File: src/rtl/divider_seq_n_if.sv
// Request/result bundle between arithmetic-issuing logic and the sequential divider.
// The master issues operands; the slave (divider) returns quotient and remainder.
interface divider_seq_n_if #(
  parameter int nb_bit = 8
);
  logic              start_i;
  logic [nb_bit-1:0] dividend_i;
  logic [nb_bit-1:0] divisor_i;
  logic              ready_o;
  logic              done_o;
  logic [nb_bit-1:0] quotient_o;
  logic [nb_bit-1:0] remainder_o;
  logic              div_by_zero_o;

  modport master (
    output start_i, dividend_i, divisor_i,
    input  ready_o, done_o, quotient_o, remainder_o, div_by_zero_o
  );

  modport slave (
    input  start_i, dividend_i, divisor_i,
    output ready_o, done_o, quotient_o, remainder_o, div_by_zero_o
  );
endinterface

File: src/rtl/divider_seq_n.sv
// Sequential restoring divider: one quotient bit per clock through a single shared
// subtractor_n, with explicit divide-by-zero handling and a one-cycle done pulse.

// subtractor_n: borrow_o=1 means a_i >= b_i (no borrow).
module subtractor_n #(
  parameter int nb_bit = 8
) (
  input  logic [nb_bit-1:0] a_i,
  input  logic [nb_bit-1:0] b_i,
  output logic [nb_bit-1:0] diff_o,
  output logic              borrow_o
);
  logic [nb_bit:0] wide_diff;

  assign wide_diff = {1'b0, a_i} - {1'b0, b_i};
  assign diff_o    = wide_diff[nb_bit-1:0];
  assign borrow_o  = ~wide_diff[nb_bit];
endmodule

module divider_seq_n #(
  parameter int nb_bit = 8
) (
  input  logic              clk_i,
  input  logic              rst_n_i,
  divider_seq_n_if.slave    bus
);
  localparam int CW = $clog2(nb_bit + 1);

  typedef enum logic [1:0] {
    IDLE = 2'd0,
    CALC = 2'd1,
    DONE = 2'd2
  } state_t;

  state_t            state, state_next;
  logic [nb_bit-1:0] rem_q, quo_q, div_q;
  logic [CW-1:0]     cnt_q;
  logic              zero_q;
  logic [nb_bit-1:0] quotient_q, remainder_q;
  logic              dbz_q;

  logic [nb_bit-1:0] shifted, sub_diff, rem_next, quo_next;
  logic              sub_ok, accept;

  assign shifted = {rem_q[nb_bit-2:0], quo_q[nb_bit-1]};

  subtractor_n #(.nb_bit(nb_bit)) u_sub (
    .a_i      (shifted),
    .b_i      (div_q),
    .diff_o   (sub_diff),
    .borrow_o (sub_ok)
  );

  // A set remainder MSB means the true shifted value exceeds 2^nb_bit, so it always beats D.
  assign accept   = rem_q[nb_bit-1] | sub_ok;
  assign rem_next = accept ? sub_diff : shifted;
  assign quo_next = {quo_q[nb_bit-2:0], accept};

  always_ff @(posedge clk_i) begin
    if (!rst_n_i) state <= IDLE;
    else          state <= state_next;
  end

  always_comb begin
    state_next = state;
    case (state)
      IDLE:    if (bus.start_i) state_next = CALC;
      CALC:    if (cnt_q == CW'(1)) state_next = DONE;
      DONE:    state_next = IDLE;
      default: state_next = IDLE;
    endcase
  end

  always_comb begin
    bus.ready_o = (state == IDLE);
    bus.done_o  = (state == DONE);
  end

  // A zero divisor still spends one CALC cycle so its done pulse lands one edge after
  // acceptance; zero_q then substitutes the defined all-ones/dividend result.
  always_ff @(posedge clk_i) begin
    if (!rst_n_i) begin
      rem_q       <= '0;
      quo_q       <= '0;
      div_q       <= '0;
      cnt_q       <= '0;
      zero_q      <= 1'b0;
      quotient_q  <= '0;
      remainder_q <= '0;
      dbz_q       <= 1'b0;
    end else begin
      case (state)
        IDLE: begin
          if (bus.start_i) begin
            rem_q  <= '0;
            quo_q  <= bus.dividend_i;
            div_q  <= bus.divisor_i;
            zero_q <= (bus.divisor_i == '0);
            cnt_q  <= (bus.divisor_i == '0) ? CW'(1) : CW'(nb_bit);
          end
        end
        CALC: begin
          rem_q <= rem_next;
          quo_q <= quo_next;
          cnt_q <= cnt_q - CW'(1);
          if (cnt_q == CW'(1)) begin
            dbz_q <= zero_q;
            if (zero_q) begin
              quotient_q  <= '1;
              remainder_q <= quo_q;
            end else begin
              quotient_q  <= quo_next;
              remainder_q <= rem_next;
            end
          end
        end
        default: ;
      endcase
    end
  end

  assign bus.quotient_o    = quotient_q;
  assign bus.remainder_o   = remainder_q;
  assign bus.div_by_zero_o = dbz_q;
endmodule
File: src/flat_wrapper.sv
// flat-port wrapper written by rule: the top's interface ports become plain ports
module divider_seq_n_flat 
#(
  parameter int nb_bit = 8
)
  (clk_i, rst_n_i, bus_start_i, bus_dividend_i, bus_divisor_i, bus_ready_o, bus_done_o, bus_quotient_o, bus_remainder_o, bus_div_by_zero_o);
  divider_seq_n_if #(.nb_bit(nb_bit)) bus_i ();
  input  logic clk_i;
  input  logic rst_n_i;
  input wire logic [$bits(bus_i.start_i)-1:0] bus_start_i;
  input wire logic [$bits(bus_i.dividend_i)-1:0] bus_dividend_i;
  input wire logic [$bits(bus_i.divisor_i)-1:0] bus_divisor_i;
  output wire logic [$bits(bus_i.ready_o)-1:0] bus_ready_o;
  output wire logic [$bits(bus_i.done_o)-1:0] bus_done_o;
  output wire logic [$bits(bus_i.quotient_o)-1:0] bus_quotient_o;
  output wire logic [$bits(bus_i.remainder_o)-1:0] bus_remainder_o;
  output wire logic [$bits(bus_i.div_by_zero_o)-1:0] bus_div_by_zero_o;
  assign bus_i.start_i = bus_start_i;
  assign bus_i.dividend_i = bus_dividend_i;
  assign bus_i.divisor_i = bus_divisor_i;
  assign bus_ready_o = bus_i.ready_o;
  assign bus_done_o = bus_i.done_o;
  assign bus_quotient_o = bus_i.quotient_o;
  assign bus_remainder_o = bus_i.remainder_o;
  assign bus_div_by_zero_o = bus_i.div_by_zero_o;
  divider_seq_n #(.nb_bit(nb_bit)) u_core (.clk_i(clk_i), .rst_n_i(rst_n_i), .bus(bus_i));
endmodule
File: config.mk
export PLATFORM = sky130hd
export DESIGN_NAME = divider_seq_n_flat
export DESIGN_NICKNAME = d
export VERILOG_FILES = /design/src/rtl/divider_seq_n_if.sv /design/src/rtl/divider_seq_n.sv /design/src/flat_wrapper.sv
export SDC_FILE = /design/constraint.sdc
export NUM_CORES = 1
export LEC_CHECK = 0
export ABC_CLOCK_PERIOD_IN_PS = 2000
export BUFFER_PORTS_ARGS = -buffer_cell sky130_fd_sc_hd__buf_2
export CAP_MARGIN = 5
export CORE_MARGIN = 2
export CORE_UTILIZATION = 53
export CTS_BUF_LIST = sky130_fd_sc_hd__clkbuf_4 sky130_fd_sc_hd__clkbuf_8
export CTS_CLUSTER_SIZE = 8
export DETAILED_ROUTE_END_ITERATION = 10
export PLACE_DENSITY = 0.85
export REMOVE_ABC_BUFFERS = 1
export SETUP_SLACK_MARGIN = 0.2
export SLEW_MARGIN = 20
export SYNTH_ARGS = -nofsm -noshare
export SYNTH_HDL_FRONTEND = slang
export SYNTH_SLANG_ARGS = --single-unit
export TNS_END_PERCENT = 100
File: constraint.sdc
create_clock -name clk_i -period 2 [get_ports clk_i]
set_input_delay 0.2 -clock clk_i [delete_from_list [all_inputs] [get_ports clk_i]]
set_output_delay 0.2 -clock clk_i [all_outputs]
set_load 0.02 [all_outputs]
==> impl_metrics.csv, run 1 <==
group,metric,value,unit
synth,synth_fa_ha_area_share,6.12,%
synth,syn_area,2370,µm²
grt,grt_usage,24.5,%
layout,finish.utilization,71.2,%
outcome,violations,"setup timing",
placement,finalWeightedCongestion,0.860,
clock_tree,cts_inserted_buffers,5,
grt,grt_max_degree,34,
placement,placed_cells,390,
synth,synthXorXnorAreaFrac,1.48,%
synth,synth_top_family_by_area,"simple AND/OR/NAND/NOR gates",
timing,finalSetupViolCount,4,
timing,report.final.slew_viol_count,0,
timing,period_share,103,%
power_and_ir_drop,vdd_drop_max,0.652,mV
power_and_ir_drop,power_density,898,nW/µm²
timing,relSlewSlack,32.0,%
synth,synth-compound-area-share,21.4,%
grt,antenna_found_initial,0,
layout,layout_common_cells,"nand2_1, dfxtp_1, buf_2",
timing,max_freq,484,MHz
detailed_routing,drt_iter0_drc,159,
detailed_routing,wl,6280,µm
layout,final-seq-area,968,µm²
synth,synth_edf_count,0,
timing,grt_setup_unrepaired,"true",
timing,finClkSkew,0.00574,ns
detailed_routing,drc,0,
setup_path,reg2reg_depth,10,
clock_tree,path_clk_slew,0.09,ns
synth,synth_seq_area_share,40.5,%
clock_tree,clk_latency,0.30,ns
clock_tree,ctsRootBufferMaster,"clkbuf_8",
setup_path,cp-start-kind,"register",
clock_tree,cts_max_level,2,
clock_tree,cts.sinks,48,
layout,num-fill-cells,336,
die,start_util,54.9,%
synth,ys_ff_latch,48,
layout,instances_no_fill,402,
layout,nets,379,
placement,port-buffer-count,37,
synth,synth_cell_type_count,49,
die,ios,38,
detailed_routing,wl_per_cell,15.6,µm
layout,final_common_cell,"nand2_1",
setup_path,path_class,"reg -> reg",
timing,setup_ws,-0.0679,ns
synth,yosysWarningCount,0,
timing,hold_violations,0,
setup_path,arrival,2.32,ns
clock_tree,cts_tree,"yes",
power_and_ir_drop,fin_total_pwr,0.00277,W
die,rows,24,
synth,synthMuxAreaShare,1.32,%
synth,synth_cells,296,
detailed_routing,firstDrtPassIters,5,
die,dieArea,5030,µm²
synth,synth_ff_type,"dfxtp_1",
grt,grt_pass1_vias,2148,
setup_path,endpoint_kind,"register",
clock_tree,cts_max_path_buffers,2,
placement,dp_hpwl,4080,µm
grt,grt-ovfl-total,0,
die,die_w,70.9,µm
power_and_ir_drop,total_leakage_power,1.28,nW
setup_path,startpoint,"u_core.quo_q[7]",
job,max_cap_violations,0,
layout,syn2layout_area_growth,29.9,%
synth,synth_simple_gate_area_share,22.9,%
die,coreArea,4320,µm²
grt,grt_pass1_wl,9980,µm
min_path,hold_path_depth,3,
synth,postSynthAreaPerCell,8.01,µm²
setup_path,r2r_start,"u_core.quo_q[7]",
timing,fin_tns_setup,-0.132,ns
placement,place_ws,-0.0901,ns
detailed_routing,viasPerCell,5.86,
timing,worstMarginPinSlew,1.01,ns
setup_path,cp.required,2.25,ns
min_path,hold_class,"in -> reg",
timing,timing.final.crit_period,2.07,ns
layout,multi_input_area,1480,µm²
layout,drive_gt1_share,32.3,%
synth,ys_async_sr_fraction,0,%
detailed_routing,drtAntennaViolNets,0,
outcome,status,"finished with violations",
setup_path,crit_fanout,6,
detailed_routing,via_count,2356,
die,die_y,70.9,µm
min_path,min_from,"bus_divisor_i[4]",
layout,diodes,0,
==> metrics by stage <==
stage	hold WS [ns]	area (µm²)
global placement	0.445	2690
floorplan	0.331	2280
CTS	0.139	2930
finish	0.143	3080
global route	0.145	3080
detailed placement	0.448	2690
==> path summary, 6_finish.rpt <==
check	to	slack, ns
min reg2reg	u_core.div_q[7]	0.46
max reg2reg	u_core.bus.remainder_o[0]	-0.07
max	u_core.bus.remainder_o[0]	-0.07
min	u_core.div_q[4]	0.14
==> logic make-up (layout without fill, tap and decap cells) <==
family | Yosys count | in the layout
simple gates | 121 | 121
mux | 3 | 3
compound gates | 77 | 77
xor+xnor | 4 | 4
buf+inv | 32 | 86
fa+ha+maj | 11 | 11
flops | 48 | 48
==> synthesized netlist by cell type (all sizes together), types with 2 or more instances <==
cell / instances / area share (%)
o211ai: 5 / 1.8
a21o: 2 / 0.63
xnor2: 2 / 0.74
buf: 6 / 2.1
nand3: 5 / 1.1
a32oi: 2 / 0.74
o31ai: 2 / 0.63
nor3: 19 / 4.0
nor2: 31 / 4.9
o32ai: 2 / 1.1
mux2i: 2 / 0.84
a31oi: 6 / 1.8
or3: 4 / 1.1
dfxtp: 48 / 41
nor2b: 3 / 0.79
ha: 10 / 5.3
a21oi: 25 / 5.6
nand2b: 2 / 0.53
and3: 2 / 0.53
o21ai: 19 / 4.0
a311oi: 6 / 2.2
o21a: 2 / 0.63
xor2: 2 / 0.74
or4: 3 / 0.95
and2: 2 / 0.53
nand2: 46 / 7.3
inv: 15 / 2.4
clkbuf: 10 / 1.6
==> routing by layer <==
metal  routed length (µm)  track usage (%)  vias up
met3                  309             5.56       14
met4                  120             7.34        0
met1                 2640             30.7     1122
met2                 3220             42.2       83
li1                     -                -     1137
met5                    0                0        -
==> cell type report <==
class,instances,area share [%]
tap,52,2.11
clock inverter,2,1.26
multi-input combinational,216,48.0
inverter,16,1.95
sequential,48,31.4
timing repair buffer,62,12.6
clock buffer,6,2.68
==> power breakdown <==
part / internal, W / switching, W / total (W)
clock network: 0.000409 / 0.000335 / 0.000744
registers: 0.00102 / 0.0000553 / 0.00107
logic: 0.000451 / 0.000497 / 0.000948
total: 0.00188 / 0.000887 / 0.00277
==> flip-flops by register name, indices dropped and copies added, names as in the netlist <==
signal,count
u_core.div_q,8
u_core.bus.quotient_o,8
u_core.rem_q,8
u_core.state,2
u_core.bus.div_by_zero_o,1
u_core.quo_q,8
u_core.cnt_q,4
u_core.zero_q,1
u_core.bus.remainder_o,8
==> repair_timing <==
| action | CTS | global route |
|---|---|---|
| pin swaps | 12 | 11 |
| hold buffers | 0 | 0 |
| setup endpoints to repair | 18 | 20 |
| buffers inserted | 0 | 4 |
| resized for setup | 30 | 25 |
==> worst max-delay path, cell delays in order (launching register included) <==
cell     delay, ns
dfxtp_2       0.32
inv_2         0.08
ha_4          0.16
inv_2         0.04
fa_2          0.37
nand3_4       0.10
a21oi_2       0.05
and2b_4       0.30
mux2_4        0.32
o21ai_2       0.12
o211a_1       0.16
Power figures use the tool's default switching activity.
==> inputs of run 2 (changes only) <==
--- a/config.mk
+++ b/config.mk
@@ -5,15 +5,14 @@
 export SDC_FILE = /design/constraint.sdc
 export NUM_CORES = 1
 export LEC_CHECK = 0
-export ABC_CLOCK_PERIOD_IN_PS = 2000
+export ABC_CLOCK_PERIOD_IN_PS = 2510
 export BUFFER_PORTS_ARGS = -buffer_cell sky130_fd_sc_hd__buf_2
 export CAP_MARGIN = 5
-export CORE_MARGIN = 2
-export CORE_UTILIZATION = 53
+export CORE_UTILIZATION = 63
 export CTS_BUF_LIST = sky130_fd_sc_hd__clkbuf_4 sky130_fd_sc_hd__clkbuf_8
 export CTS_CLUSTER_SIZE = 8
 export DETAILED_ROUTE_END_ITERATION = 10
-export PLACE_DENSITY = 0.85
+export PLACE_DENSITY = 0.95
 export REMOVE_ABC_BUFFERS = 1
 export SETUP_SLACK_MARGIN = 0.2
 export SLEW_MARGIN = 20
==> constraint.sdc (replaced) <==
create_clock -name clk_i -period 2.51 [get_ports clk_i]
set_input_delay 0.251 -clock clk_i [delete_from_list [all_inputs] [get_ports clk_i]]
set_output_delay 0.251 -clock clk_i [all_outputs]
set_load 0.02 [all_outputs]
==> run 2 against run 1 <==
Die area fell by 20%. Global-route usage is 6.2 points higher. Cell count decreased by 5.5%. The flow now finishes without violations. Power shrank 33%. Design area fell by 12%. Sequential cell count stayed put. Worst setup slack improved by 0.38 ns. Clock power decreased by 37%. Largest power group unchanged. Register-to-register slack improved by 0.38 ns. Non-clock buffer count is 15 lower. Utilization grew 6.9 points.
==> impl_metrics.csv, run 2 (synthesis results as in run 1) <==
group,metric,value,unit
min_path,hold_class,"in -> reg",
min_path,min_from,"bus_divisor_i[2]",
setup_path,slowest_delay,0.32,ns
layout,nets,364,
power_and_ir_drop,vdd_drop_max,0.438,mV
timing,finClkSkew,0.00732,ns
timing,period_share,87.7,%
setup_path,endpoint_kind,"register",
detailed_routing,firstDrtPassIters,4,
die,rows,21,
grt,grt_max_degree,28,
clock_tree,cts_hold_buf,0,
outcome,status,"finished clean",
clock_tree,path_clk_slew,0.08,ns
detailed_routing,drtAntennaViolNets,0,
grt,grt_pass1_vias,2218,
layout,layout_common_cells,"dfxtp_1, nand2_1, buf_2",
clock_tree,cts_inserted_buffers,5,
grt,grt_pass1_wl,9720,µm
layout,num-fill-cells,255,
timing,finalSetupViolCount,0,
layout,final_common_cell,"dfxtp_1",
detailed_routing,drc,0,
setup_path,crit_fanout,8,
placement,dp_hpwl,3970,µm
setup_path,arrival,2.40,ns
setup_path,timing.rr.end,"u_core.bus.remainder_o[3]",
die,coreArea,3470,µm²
die,die_w,63.4,µm
setup_path,rrSetupSlack,0.31,ns
timing,hold_violations,0,
timing,report.final.slew_viol_count,0,
timing,grt_setup_unrepaired,"false",
clock_tree,cts_max_level,2,
timing,max_freq,454,MHz
grt,antenna_found_initial,0,
power_and_ir_drop,total_leakage_power,1.15,nW
timing,worstMarginPinSlew,0.837,ns
setup_path,path_class,"reg -> reg",
setup_path,cp-start-kind,"register",
die,dieArea,4020,µm²
clock_tree,clk_latency,0.30,ns
detailed_routing,wl,5820,µm
placement,finalWeightedCongestion,0.945,
layout,drive_gt1_share,19.2,%
layout,finish.utilization,78.1,%
die,die_y,63.4,µm
clock_tree,ctsRootBufferMaster,"clkbuf_8",
setup_path,cp_slowest_cell,"dfxtp_1",
placement,port-buffer-count,37,
detailed_routing,via_count,2313,
die,ios,38,
detailed_routing,wl_per_cell,15.3,µm
min_path,hold_end,"u_core.div_q[2]",
setup_path,worstPathCellList,"inv_1 > ha_1 > inv_1 > fa_2 > nand3_2 > a21oi_1 > and2b_4 > buf_4 > nand2_1 > o21ai_0 > o311a_1",
grt,grt_usage,30.7,%
layout,syn2layout_area_growth,14.2,%
setup_path,reg2reg_depth,11,
timing,fin_tns_setup,0,ns
min_path,hold_path_depth,3,
die,start_util,68.4,%
power_and_ir_drop,power_density,684,nW/µm²
job,max_cap_violations,0,
timing,timing.final.crit_period,2.20,ns
grt,grt-ovfl-total,0,
setup_path,cp.required,2.70,ns
timing,relSlewSlack,44.2,%
clock_tree,cts_tree,"yes",
setup_path,r2r_start,"u_core.quo_q[7]",
detailed_routing,drt_iter0_drc,209,
setup_path,crit_top_cell,"inv_1",
clock_tree,cts.sinks,48,
clock_tree,cts_max_path_buffers,2,
layout,diodes,0,
detailed_routing,viasPerCell,6.09,
==> run 2: cell types whose count changed in the layout (fill, tap and decap cells not counted), moves of 3 or more <==
cell	delta
a21oi_1	+4
buf_6	-4
buf_4	-11
dfxtp_1	+6
o21ai_1	-3
o21ai_0	+6
dfxtp_2	-6
ha_4	-4
ha_1	+5
o21ai_2	-3
==> run 2: final cells by class <==
type | instances | area [µm²] | area share, %
clock buffers | 6 | 82.6 | 3.05
clock inverters | 1 | 8.76 | 0.323
inverters | 16 | 60.1 | 2.22
multi-input cells | 216 | 1280 | 47.2
flip-flops and latches | 48 | 961 | 35.5
well taps | 46 | 57.6 | 2.12
repair buffers | 47 | 260 | 9.61
==> run 2: worst max-delay path by stage <==
stage                               start                        end  slack (ns)  depth (start not counted)
after floorplan           u_core.quo_q[7]  u_core.bus.remainder_o[0]        0.40                         10
after global placement    u_core.quo_q[7]  u_core.bus.remainder_o[0]        0.31                         10
after detailed placement  u_core.quo_q[7]  u_core.bus.remainder_o[0]        0.22                         10
after CTS                 u_core.quo_q[7]            u_core.rem_q[6]        0.27                         10
after global routing      u_core.quo_q[7]            u_core.rem_q[7]        0.15                         10
final                     u_core.quo_q[7]  u_core.bus.remainder_o[3]        0.31                         11
==> run 2: metal layers <==
metal  share of wire [%]  up-vias  global-route usage (%)
met5                   0        -                       0
met4                 3.1        0                    15.1
met3                 6.7       17                    5.80
met2                  50       98                    53.3
met1                  41     1090                    35.7
li1                    -     1108                       -
==> run 2: worst max-delay path: cells and delay by family (launching register included) <==
kind                       cells  cell delay (ns)
DFF                            1             0.32
and+or+nand+nor                3             0.43
AOI/OAI and AO/OA              3             0.58
adders and majority gates      2             0.44
buffers and inverters          3             0.34
==> run 2: metrics by stage <==
stage	hold WS, ns	instance area [µm²]	setup slack, ns	power [W]	std cells
6_report	0.190	2710	0.308	0.00185	380
5_1_grt	0.194	2710	0.151	0.00194	380
4_1_cts	0.192	2690	0.271	0.00182	380
3_5_place_dp	0.447	2580	0.218	0.00133	370
3_3_place_gp	0.439	2580	0.311	0.00131	370
2_1_floorplan	0.382	2280	0.403	0.00120	280
==> run 2: power breakdown <==
part / leakage, nW / switching, W / internal [W]
registers: 0.391 / 0.0000397 / 0.000811
clock network: 0.0473 / 0.000252 / 0.000220
logic: 0.714 / 0.000309 / 0.000221
total: 1.15 / 0.000601 / 0.00125
==> run 2: what timing repair did <==
action / 4_1_cts / 5_1_grt
setup endpoints to repair: 1 / 12
resized for setup: 0 / 3
setup buffers: 3 / 0
